<file path="config.mk">
export PLATFORM = sky130hd
export DESIGN_NAME = com_event_queue
export DESIGN_NICKNAME = d
export VERILOG_FILES = /design/src/rtl/com_event_queue.sv
export SDC_FILE = /design/constraint.sdc
export NUM_CORES = 1
export LEC_CHECK = 0
export CAP_MARGIN = 20
export CORE_MARGIN = 3
export CORE_UTILIZATION = 25
export DETAILED_ROUTE_END_ITERATION = 6
export HOLD_SLACK_MARGIN = 0.05
export PLACE_DENSITY_LB_ADDON = 0.08
export SLEW_MARGIN = 5
export SYNTH_ARGS = -nofsm -noshare
export SYNTH_HDL_FRONTEND = slang
export SYNTH_SLANG_ARGS = --single-unit
export TNS_END_PERCENT = 10
</file>
<file path="constraint.sdc">
create_clock -name clk -period 4.2 [get_ports clk]
set_input_delay 0.84 -clock clk [delete_from_list [all_inputs] [get_ports clk]]
set_output_delay 0.84 -clock clk [all_outputs]
set_load 0.02 [all_outputs]
</file>
<file path="src/rtl/com_event_queue.sv">
// Command word qualifier: confirms words that stay stable for STABLE_CNT strobes
// and queues each confirmed change as {changed_mask, new_state} in a FWFT FIFO.
module com_event_queue #(
  parameter int WIDTH      = 16,
  parameter int STABLE_CNT = 8,
  parameter int FIFO_DEPTH = 4,
  parameter logic [WIDTH-1:0] DEFAULT = 16'hFFFF
) (
  input  logic                          clk,
  input  logic                          aclr,
  input  logic [WIDTH-1:0]              in,
  input  logic                          en,
  output logic [WIDTH-1:0]              state,
  output logic [2*WIDTH-1:0]            ev_data,
  output logic                          ev_valid,
  input  logic                          ev_ready,
  output logic [$clog2(FIFO_DEPTH):0]   fifo_level,
  output logic                          ovf,
  input  logic                          ovf_clr
);

  localparam int AW = $clog2(FIFO_DEPTH);
  localparam int CW = $clog2(STABLE_CNT + 1);
  localparam logic [CW-1:0] CMAX = CW'(STABLE_CNT);
  localparam logic [CW-1:0] CONE = CW'(1);
  localparam logic [AW:0]   FULL = (AW + 1)'(FIFO_DEPTH);
  localparam logic [AW:0]   PONE = (AW + 1)'(1);

  logic [WIDTH-1:0]   cand;
  logic [CW-1:0]      cnt;
  logic [2*WIDTH-1:0] mem [FIFO_DEPTH];
  logic [AW:0]        wptr;
  logic [AW:0]        rptr;
  logic [AW:0]        level;

  logic confirm;
  logic pop;
  logic full;
  logic wr;
  logic drop;

  always_comb begin
    confirm = (cnt == CMAX) && (cand != state);
    pop     = ev_valid && ev_ready;
    full    = (level == FULL);
    // a pop in the same cycle frees the slot being written
    wr      = confirm && (!full || pop);
    drop    = confirm && full && !pop;
  end

  always_ff @(posedge clk or posedge aclr) begin
    if (aclr) begin
      cand <= DEFAULT;
      cnt  <= CMAX;
    end else if (en) begin
      if (in != cand) begin
        cand <= in;
        cnt  <= CONE;
      end else if (cnt != CMAX) begin
        cnt <= cnt + CONE;
      end
    end
  end

  always_ff @(posedge clk or posedge aclr) begin
    if (aclr) begin
      state <= DEFAULT;
    end else if (confirm) begin
      state <= cand;
    end
  end

  always_ff @(posedge clk or posedge aclr) begin
    if (aclr) begin
      wptr  <= '0;
      rptr  <= '0;
      level <= '0;
    end else begin
      if (wr) begin
        wptr <= wptr + PONE;
      end
      if (pop) begin
        rptr <= rptr + PONE;
      end
      unique case ({wr, pop})
        2'b10:   level <= level + PONE;
        2'b01:   level <= level - PONE;
        default: level <= level;
      endcase
    end
  end

  always_ff @(posedge clk) begin
    if (wr) begin
      mem[wptr[AW-1:0]] <= {cand ^ state, cand};
    end
  end

  always_ff @(posedge clk or posedge aclr) begin
    if (aclr) begin
      ovf <= 1'b0;
    end else if (drop) begin
      ovf <= 1'b1;
    end else if (ovf_clr) begin
      ovf <= 1'b0;
    end
  end

  assign ev_valid   = (level != '0);
  assign ev_data    = mem[rptr[AW-1:0]];
  assign fifo_level = level;

endmodule
</file>
## Word-level counts from Yosys, hierarchy flattened

Memories as Yosys holds them, arrays and structs flattened.
Index checks and enable logic that the tools add are counted.

| word-level totals | value |
|---|---|
| bits in registers | 46 |
| bits in latches | 0 |
| RAM bits | 128 |
| memory bits (read-only) | 0 |
| input bits | 21 |
| output and inout bits | 53 |
| logic and storage cells | 42 |
| memories | 1 |

Memory list:

| name | depth | bits a word | rd ports | clocked after memory_dff | wr ports | RTL line | RTL |
|---|---|---|---|---|---|---|---|
| mem | 4 | 32 | 1 | 0 | 1 | 31 | `logic [2*WIDTH-1:0] mem [FIFO_DEPTH];` |

| cells by class | value |
|---|---|
| add/sub/neg operators | 5 |
| multiply operators | 0 |
| divide/modulo/power cells | 0 |
| magnitude comparators | 0 |
| equal/unequal tests | 7 |
| shifts and indexed selects | 0 |
| muxes and demuxes | 7 |
| bitwise logic cells | 1 |
| reductions and logical operators | 14 |

Operator list:

| cell | number |
|---|---|
| 16-bit != test | 2 |
| 16-bit bitwise XOR | 1 |
| 3-bit by 1-bit adder with 3-bit output (second input constant) | 3 |
| 4-bit two-way mux | 2 |
| 3-bit case mux with 2 select lines | 1 |
| 2-bit nonzero test | 3 |
| 1-bit logical AND | 5 |
| 4-bit by 1-bit adder with 4-bit output (second input constant) | 1 |
| 4-bit == test (second input constant) | 1 |
| 1-bit two-way mux | 4 |
| 4-bit != test (second input constant) | 1 |
| 2-bit AND reduction | 2 |
| 3-bit == test (second input constant) | 1 |
| 3-bit nonzero test | 1 |
| 3-bit by 1-bit subtractor with 3-bit output (second input constant) | 1 |
| 2-bit by 1-bit == test with 1-bit output (second input constant) | 1 |
| 2-bit == test (second input constant) | 1 |
| 1-bit logical NOT | 2 |
| 1-bit logical OR | 1 |

## Depth between registers and ports, before layout

Gate-level depths: netlist (run 1).

| depth | value |
|---|---|
| depth after elaboration | 6 |
| mapped depth | 11 |
| gate-level depth less buffers | 9 |

## Least setup slack after synthesis (run 1)

Ideal clock, no wire load.

| timing path | value |
|---|---|
| path kind | reg2reg |
| from | register state[4] |
| to | register level[1] (netlist: fifo_level[1]) |
| library setup time | 128 ps |
| data arrival time | 2,467 ps |
| slack | 1,605 ps |
| cell stages (with the launch flop) | 10 |
| cells stage by stage | dfstp_2 xor2_1 nor4_2 nand4_2 nor2b_4 buf_6 buf_6 nor2_1 fa_1 mux2_1 |

| between the ends | value |
|---|---|
| longest elaborated chain between the ends | 5 |
| elaborated cells on any way between the ends | 7 |

RTL lines:

| item | RTL line | RTL |
|---|---|---|
| start: declaration | 13 | `output logic [WIDTH-1:0] state,` |
| start signal: assignment | 69 | `state <= cand;` |
| 16-bit != test (*) | 43 | `confirm = (cnt == CMAX) && (cand != state);` |
| 1-bit logical AND (*) | 43 |  |
| 1-bit logical AND (*) | 47 | `wr = confirm && (!full \|\| pop);` |
| 2-bit by 1-bit == test with 1-bit output or 2-bit == test (tied branches) | 85 | `unique case ({wr, pop})` |
| 3-bit case mux with 2 select lines or 2-bit nonzero test (tied branches) | -- |  |
| end signal: assignment | 86 | `2'b10: level <= level + PONE;` |
| end signal: assignment | 87 | `2'b01: level <= level - PONE;` |
| end signal: assignment | 88 | `default: level <= level;` |
| end: declaration | 34 | `logic [AW:0] level;` |

Mark *: on every way between the ends. The rest lies on a longest branch, timed or not.
A chain may end at the register's enable or synchronous reset.

## Worst setup path in the final report (run 1)

| timing path | value |
|---|---|
| from | register rptr[0] |
| to | output port ev_data[20] |

| between the ends | value |
|---|---|
| longest elaborated chain between the ends | 1 |

RTL lines:

| item | RTL line | RTL |
|---|---|---|
| start: declaration | 33 | `logic [AW:0] rptr;` |
| start signal: assignment | 83 | `rptr <= rptr + PONE;` |
| memory 4 x 32 bit | -- |  |
| end: declaration | 14 | `output logic [2*WIDTH-1:0] ev_data,` |

Every way passes these cells.

==> run metrics, run 1 <==
RSZ-0062 raised after global routing false; Worst Skew 15.8 ps; CP Capture Type output pin; core area 27100 µm²; asr flop ratio synth 25.6%; Final min period 3180 ps; starting DRC count in detailed routing 173; Skew-Pair Late Insertion Delay 420 ps; first-pass GRT wire length 25600 µm; run status finished clean; layout cells sized above 1 28.9%; dpl cell area 8200 µm²; most numerous cell in the Yosys netlist edfxtp_1; Syn Std Cell Area 6950 µm²; Crit Path Category reg2out; Slew Viols, Final 0; post-CTS setup buffers 0; leakage 3.00 nW; Die W 173 µm; period utilisation layout 75.7%; CTS tree built; multi-input combinational cell area 1860 µm²; TritonCTS buffer count 17; io pins 74; fillcell total 2654; diode count 0; TritonCTS Sinks 172; pre-CTS setup slack 583 ps; Top FF cell, synth edfxtp_1; post-synthesis sequential area ratio 71.8%; Setup Viol. Count Final 0; Mean Syn Cell Area 20.1 µm²; row count 60; Worst Path Buf+Inv 2; Slew headroom 46.8%; post-synthesis register bit count 172; Ys Warns 0; critical path's top delay family buffers and inverters; TNS Setup 0 ps; number of flops mapped to enable cells by yosys 128; Clock Tree Buf Depth 2; Worst Hold Launch rptr[1]; CP max stage delay 610 ps; Max VDD drop 0.201 mV; CP max stage cell mux4_2; largest area contributor in the netlist edfxtp_1; vias 3438; # hold bufs at CTS 0; largest net degree at the start of global routing 33; routed wire length 16800 µm; GR Util All Layers 11.7%; DRT Pass-1 Iters 4; PortBufs 73; critical-path maximum fanout 18; worst slew pin tran 791 ps; Syn Nets 374; root buffer cell clkbuf_16; Via-to-Cell Ratio 4.16; Final Hold Fails 0; slack of the critical path 1020 ps; Syn Inst Count 346; Final nets 469; Sequential Area 4990 µm²; DRC 0; die area 29800 µm²; Layout area overhead 26.5%; gr ovfl total 0; WL/cell 20.4 µm; Post-DP HPWL 11100 µm; vias in the first global route 3822; Cell Pwr Density 565 nW/µm²; Critical Path AT 2340 ps; minimum hold slack 471 ps; critical-path cell list buf_4 -> mux4_2 -> clkdlybuf4s50_1; clk slew on worst S/H paths 60 ps; CP Launch Point rptr[0]; Max-cap violations 0; worst min path class reg2reg; Max Freq 314 MHz; initial antenna violation count 0; top cell type's share of synthesized area 55.3%; Routed Antenna Nets 0; H-tree levels 4; Final Instance Area 8790 µm²; die span in y 173 µm; top cells by area, synth edfxtp_1 (55%), dfstp_2 (12%), mux4_2 (10%); CP Launch Type register; Placer Congestion 0.689; Netlist cell types 37; Final Util 32.4%; Initial Utilization 25.6%; CP Data Required Time 3360 ps; worst r2r src cand[9]; synth cell count leaders edfxtp_1 (128), xor2_1 (35), dfstp_2 (33), mux4_2 (32), mux2_1 (24); post_cts resized 0
==> cell type report <==
class,instances,area share [%]
multi-input cells,154,21.2
clock buffers,20,5.08
clock inverters,12,1.58
flip-flops and latches,172,56.8
inverters,8,0.342
repair buffers,88,9.74
well taps,372,5.30
==> sequential cells by signal, indices dropped and copies added, names as in the netlist <==
register    flops
cand           16
cnt             4
fifo_level      3
mem           128
ovf             1
rptr            2
state          16
wptr            2
==> kinds of logic after synthesis <==
family | synth area share (%)
simple gates | 3.46
buf+inv | 1.39
compound gates | 0.919
flops | 71.8
fa+ha+maj | 1.37
xor+xnor | 4.92
mux | 16.2
==> metal layers <==
layer	vias up	part of all wire, %	track usage (%)
met5	-	0	0
met4	0	0.93	3.14
met3	12	3.2	2.72
met2	63	49	19.3
met1	1819	47	15.5
li1	1544	-	-
==> power breakdown <==
part	leakage, nW	switching [W]	internal [W]
clock	0.274	0.000665	0.000899
combinational	1.10	0.000716	0.000675
sequential	1.62	0.0000790	0.00193
==> path summary, 6_finish.rpt <==
kind	endpoint	slack, ps	cells past startpoint
min in group asynchronous	cnt[2]	890	2
worst max-delay path	ev_data[20]	1020	3
worst max register to register	mem[1][23]	1350	5
max in group asynchronous	state[1]	2510	3
worst min-delay path	rptr[1]	470	1
worst min register to register	rptr[1]	470	1
==> per-stage QoR <==
stage               cells  total power [W]
floorplan             346          0.00284
global placement      794          0.00347
detailed placement    794          0.00347
CTS                   826          0.00506
global route          826          0.00519
finish                826          0.00496
==> worst register-to-register path, delay by kind of cell, from the launching register on <==
kind,cells,cell delay [ps]
xor gates and xnor gates,1,540
and+or+nand+nor,3,1050
buffers and inverters,1,290
DFF,1,640
==> cells in the final DEF, fill, tap and decap left out, types with 2 or more instances in the layout <==
cell type / synthesis / layout
edfxtp_1: 128 / 128
clkdlybuf4s50_1: 0 / 73
xor2_1: 35 / 35
dfstp_2: 33 / 33
mux4_2: 32 / 32
mux2_1: 24 / 24
clkbuf_16: 0 / 17
buf_4: 0 / 14
dfrtp_1: 11 / 10
mux2_4: 8 / 8
inv_1: 7 / 6
ha_1: 6 / 6
nand2_1: 5 / 5
nand3_1: 5 / 5
nor4_1: 4 / 4
nor4_2: 4 / 4
xnor2_1: 4 / 4
and3_1: 4 / 4
clkinvlp_4: 0 / 4
o21ai_1: 3 / 3
inv_6: 0 / 3
nand4_1: 2 / 2
inv_2: 1 / 2
a21oi_1: 2 / 2
o22ai_1: 2 / 2
bufinv_16: 0 / 2
clkbuf_1: 5 / 2
clkinv_4: 0 / 2
Note: power is estimated with default switching activity, not from simulation.
==> inputs of run 2 (changes only) <==
==> constraint.sdc (replaced) <==
create_clock -name clk -period 3.2 [get_ports clk]
set_input_delay 0.64 -clock clk [delete_from_list [all_inputs] [get_ports clk]]
set_output_delay 0.64 -clock clk [all_outputs]
set_load 0.02 [all_outputs]
==> run 2 against run 1 <==
  * Clock power up 24%
  * Global-route usage about the same
  * Via count up 1.6%
  * Clock skew down 8.2 ps
  * Critical endpoint is now ev_data[7]
  * Largest cell class unchanged
==> run metrics, run 2 (synthesis gave the netlist of run 1 again) <==
leakage 3.07 nW (+2.3%); core area 27100 µm² (unchanged); Setup Viol. Count Final 0 (unchanged); Crit Path Category reg2out; post_cts resized 0 (unchanged); met1 Use GR 15.7% (+0.23 points); vias in the first global route 3891 (+1.8%); worst slew pin tran 675 ps (-115 ps); routed wire length 16700 µm (-0.65%); Max Freq 332 MHz; TritonCTS Sinks 172 (unchanged); die area 29800 µm² (unchanged); CTS tree built; gr ovfl total 0 (unchanged); Max VDD drop 0.313 mV (+56%); Final nets 482 (+2.8%); Slew headroom 54.9% (+8.1 points); largest net degree at the start of global routing 29 (-12%); Skew-Pair Late Insertion Delay 420 ps (about the same); GR Util All Layers 11.7% (+0.030 points); CP Capture Type output pin; row count 60 (unchanged); Via-to-Cell Ratio 4.16 (about the same); Critical Path AT 2370 ps (+30 ps); PortBufs 73 (unchanged); post-CTS setup buffers 0 (unchanged); TritonCTS buffer count 17 (unchanged); vias 3492 (+1.6%); CP max stage cell dfrtp_2; Die W 173 µm (unchanged); TNS Setup 0 ps (unchanged); critical-path cell list buf_12 -> mux4_2 -> clkdlybuf4s50_1; H-tree levels 4 (unchanged); WL/cell 19.9 µm (-2.2%); max reg flops 128 (unchanged); io pins 74 (unchanged); root buffer cell clkbuf_16; DRT Pass-1 Iters 4 (unchanged); RSZ-0062 raised after global routing false; DRC 0 (unchanged); critical-path maximum fanout 14 (-4); GR Layer Usage met2 19.2% (-0.12 points); Max-cap violations 0 (unchanged); Layout area overhead 27.8%; die span in y 173 µm (unchanged); grt met3 use 2.99% (+0.26 points); minimum hold slack 509 ps (+37.9 ps); Final Hold Fails 0 (unchanged); Slew Viols, Final 0 (unchanged); GR peak layer met2; CP Data Required Time 2560 ps (-800 ps); clk slew on worst S/H paths 70 ps (about the same); Initial Utilization 25.6% (unchanged); Placer Congestion 0.685 (-0.55%); starting DRC count in detailed routing 165 (-4.6%); Cell Pwr Density 726 nW/µm² (+29%); final instance count without filler cells 839 (+1.6%); CP Launch Type register; Post-DP HPWL 11800 µm (+5.6%); most common cell after layout, fill and taps aside edfxtp_1; period utilisation layout 94.2%; first-pass GRT wire length 25600 µm (-0.14%); Worst Path Buf+Inv 2 (unchanged); CP max stage delay 590 ps (-20 ps); Clock Tree Buf Depth 2 (unchanged); Worst Skew 7.63 ps (-8.15 ps); dpl cells 807 (+1.6%); critical path's top delay family buffers and inverters; worst min path class reg2reg; initial antenna violation count 0 (unchanged); Final min period 3010 ps; layout cells sized above 1 30.2% (+1.3 points); # hold bufs at CTS 0 (unchanged); Routed Antenna Nets 0 (unchanged); diode count 0 (unchanged); commonest cells after routing, fill and taps aside edfxtp_1 (128), clkdlybuf4s50_1 (73), xor2_1 (35); run status finished clean; fillcell total 2604 (-1.9%)
## run 2: cell count changes in the layout (fill, tap and decap cells not counted), sizes merged
cell and change:
buf +13, clkinv +8, clkbuf -3, clkinvlp -3, bufinv -1, inv -1
## run 2: final timing paths
check | from | to | slack [ps] | cells after the start
max in group asynchronous | aclr | cand[9] | 1870 | 3
worst min-delay path | fifo_level[2] | fifo_level[2] | 510 | 1
worst min register to register | fifo_level[2] | fifo_level[2] | 510 | 1
worst max-delay path | rptr[0] | ev_data[7] | 190 | 3
min in group asynchronous | aclr | cnt[2] | 650 | 2
worst max register to register | cand[11] | fifo_level[1] | 640 | 7
## run 2: layer usage
layer | up-vias | part of all wire, %
met5 | - | 0
met1 | 1861 | 47
met4 | 0 | 0.82
met2 | 52 | 49
met3 | 8 | 3.1
li1 | 1571 | -
## run 2: area by class of cell
class	instances	area, µm²	area share [%]
repair buffers	101	978	11.0
clock inverters	15	125	1.41
well taps	372	465	5.24
inverters	8	30.0	0.338
multi-input cells	154	1860	21.0
flip-flops and latches	172	4990	56.2
clock buffers	17	425	4.79
## run 2: report_power, final
group | total [W] | internal (W) | leakage, nW | switching (W)
Clock | 0.00193 | 0.00107 | 0.267 | 0.000858
Sequential | 0.00267 | 0.00253 | 1.62 | 0.000143
Combinational | 0.00185 | 0.000950 | 1.18 | 0.000898
## run 2: metrics by stage
stage	utilization (%)	total power (W)	worst slack (ps)	area (µm²)
after floorplan	-	0.00373	605	6950
after global placement	30.7	0.00463	257	8320
after detailed placement	30.7	0.00464	220	8320
after CTS	32.7	0.00659	95.0	8870
after global routing	32.7	0.00677	62.0	8870
final	32.7	0.00645	187	8870
==> inputs of run 3 (changes only) <==
==> constraint.sdc (replaced) <==
create_clock -name clk -period 3.3 [get_ports clk]
set_input_delay 0.66 -clock clk [delete_from_list [all_inputs] [get_ports clk]]
set_output_delay 0.66 -clock clk [all_outputs]
set_load 0.02 [all_outputs]
==> run 3 against run 2 <==
  * Cell count fell by 0.60%
  * Non-clock buffer count fell by 5
  * Global-route usage barely moved
  * Sequential power fell by 3%
  * First-iteration DRC count fell by 1.2%
  * Via count fell by 1.3%
  * Final area barely moved
  * Clock skew rose by 4.1 ps
  * Die area did not move
  * Utilization barely moved
  * Sequential share of layout area rose by 0.056 points
  * Total power fell by 1.5%
==> run metrics, run 3 (synthesis gave the netlist of run 1 again) <==
run status finished clean; RSZ-0062 raised after global routing false; critical-path cell list buf_12 -> mux4_2 -> clkdlybuf4s50_1; commonest cells after routing, fill and taps aside edfxtp_1 (128), clkdlybuf4s50_1 (73), xor2_1 (35); row count 60 (unchanged); Worst Skew 11.7 ps (+4.11 ps); Sw Ratio 28.7% (-0.73 points); TNS Setup 0 ps (unchanged); Max VDD drop 0.289 mV (-7.7%); Seq pwr share 40.8% (-0.6 points); DRT Pass-1 Iters 4 (unchanged); pre-CTS setup slack 317 ps (+96.7 ps); root buffer cell clkbuf_16; Setup Viol. Count Final 0 (unchanged); Final Instance Area 8870 µm² (about the same); Reg2Reg Depth 8 (+1); Clock Tree Buf Depth 2 (unchanged); io pins 74 (unchanged); Cell Pwr Density 716 nW/µm² (-1.4%); PortBufs 73 (unchanged); CP Capture Type output pin; Layout area overhead 27.7% (about the same); Routed Antenna Nets 0 (unchanged); Final min period 3020 ps; GR Util All Layers 11.7% (+0.028 points); TritonCTS Sinks 172 (unchanged); clk slew on worst S/H paths 60 ps (about the same); worst slew pin tran 700 ps (+25.2 ps); gr ovfl total 0 (unchanged); GR peak layer met2; die area 29800 µm² (unchanged); logic gate share of total power 28.2% (-0.5 points); period utilisation layout 91.4%; first-pass GRT wire length 25900 µm (+0.94%); initial antenna violation count 0 (unchanged); H-tree levels 4 (unchanged); GR Layer Usage met2 18.9% (-0.28 points); Switch Pwr 0.00182 W (-4.0%); post-CTS setup buffers 0 (unchanged); post_cts resized 0 (unchanged); hold depth 1 (unchanged); CP max stage delay 570 ps (-20 ps); reg2reg setup slack 700 ps (+60 ps); Placer Congestion 0.685 (about the same); Post-DP HPWL 11600 µm (-1.5%); Final Util 32.7% (about the same); met1 Use GR 16.0% (+0.32 points); multi-input combinational cell area 1860 µm² (unchanged); Final Hold Fails 0 (unchanged); worst r2r src cand[1]; Int Power 0.00452 W (-0.51%); CTS tree built; Clock power frac 31.0% (+1.1 points); starting DRC count in detailed routing 163 (-1.2%); Worst Hold Launch fifo_level[2]; routed wire length 16800 µm (+0.66%); Final nets 477 (-1.0%); Max Freq 332 MHz; CP Data Required Time 2640 ps (+80 ps); fillcell total 2627 (+0.88%); DRC 0 (unchanged); core area 27100 µm² (unchanged); diode count 0 (unchanged); CP Launch Type register; Initial Utilization 25.6% (unchanged); Die W 173 µm (unchanged); Via-to-Cell Ratio 4.13 (-0.73%); Slew headroom 53.3% (-1.6 points); Hold Crit Endpoint fifo_level[2]; Sequential Area 4990 µm² (unchanged); worst min path class reg2reg; layout cells sized above 1 29.7% (-0.54 points); die span in y 173 µm (unchanged); # hold bufs at CTS 0 (unchanged); Skew-Pair Late Insertion Delay 420 ps (about the same); leakage 3.06 nW (-0.29%); WL/cell 20.2 µm (+1.3%); Worst R2R End fifo_level[2]; TritonCTS buffer count 17 (unchanged); largest net degree at the start of global routing 29 (unchanged); most common cell after layout, fill and taps aside edfxtp_1; CP max stage cell dfrtp_2; max reg flops 128 (unchanged); slack of the critical path 284 ps (+97.8 ps); Critical Path AT 2360 ps (about the same); minimum hold slack 506 ps (-3.27 ps); dpl cell area 8290 µm² (-0.45%); grt met3 use 2.46% (-0.53 points); Slew Viols, Final 0 (unchanged); vias in the first global route 3882 (-0.23%); Max-cap violations 0 (unchanged); vias 3446 (-1.3%); Crit Path Category reg2out; critical-path maximum fanout 14 (unchanged)
[run 3: cell count changes in the layout (fill, tap and decap cells not counted), sizes merged]
cell,previous run,this run
buf,28,23
clkbuf,17,21
clkinv,11,7
bufinv,1,2
inv,10,9
[run 3: area by class of cell]
type | instances | area share (%)
Multi-Input combinational cell | 154 | 21.0
Inverter | 8 | 0.339
Tap cell | 372 | 5.25
Sequential cell | 172 | 56.3
Timing Repair Buffer | 96 | 10.6
Clock inverter | 11 | 1.34
Clock buffer | 21 | 5.19
[run 3: critical path: cells and delay by family, from the launching register on]
family,cells,cell delay (ps)
DFF,1,570
buffers and inverters,2,810
muxes,1,550
[run 3: how the worst max path moves through the flow]
| stage | from | end | slack [ps] |
|---|---|---|---|
| 6_report | rptr[0] | ev_data[7] | 280 |
| 5_1_grt | rptr[0] | ev_data[7] | 150 |
| 4_1_cts | rptr[0] | ev_data[2] | 190 |
| 3_5_place_dp | in[6] | cand[5] | 320 |
| 3_3_place_gp | in[10] | cand[3] | 330 |
| 2_1_floorplan | state[4] | fifo_level[1] | 700 |
[run 3: metal layers]
metal  wire length, µm  up-vias
li1                  -     1557
met1              8030     1816
met2              8120       60
met3               512       13
met4               175        0
met5                 0        -
[run 3: per-stage QoR]
step           instances  power [W]
2_1_floorplan        346    0.00362
3_3_place_gp         802    0.00448
3_5_place_dp         802    0.00449
4_1_cts              834    0.00649
5_1_grt              834    0.00665
6_report             834    0.00635
[run 3: power by group through the flow]
| stage | Clock [W] | Combinational, W | Sequential, W |
|---|---|---|---|
| after floorplan | 0 | 0.00103 | 0.00259 |
| after global placement | 0 | 0.00184 | 0.00264 |
| after detailed placement | 0 | 0.00185 | 0.00264 |
| after CTS | 0.00203 | 0.00186 | 0.00260 |
| after global routing | 0.00211 | 0.00192 | 0.00261 |
| final | 0.00197 | 0.00179 | 0.00259 |
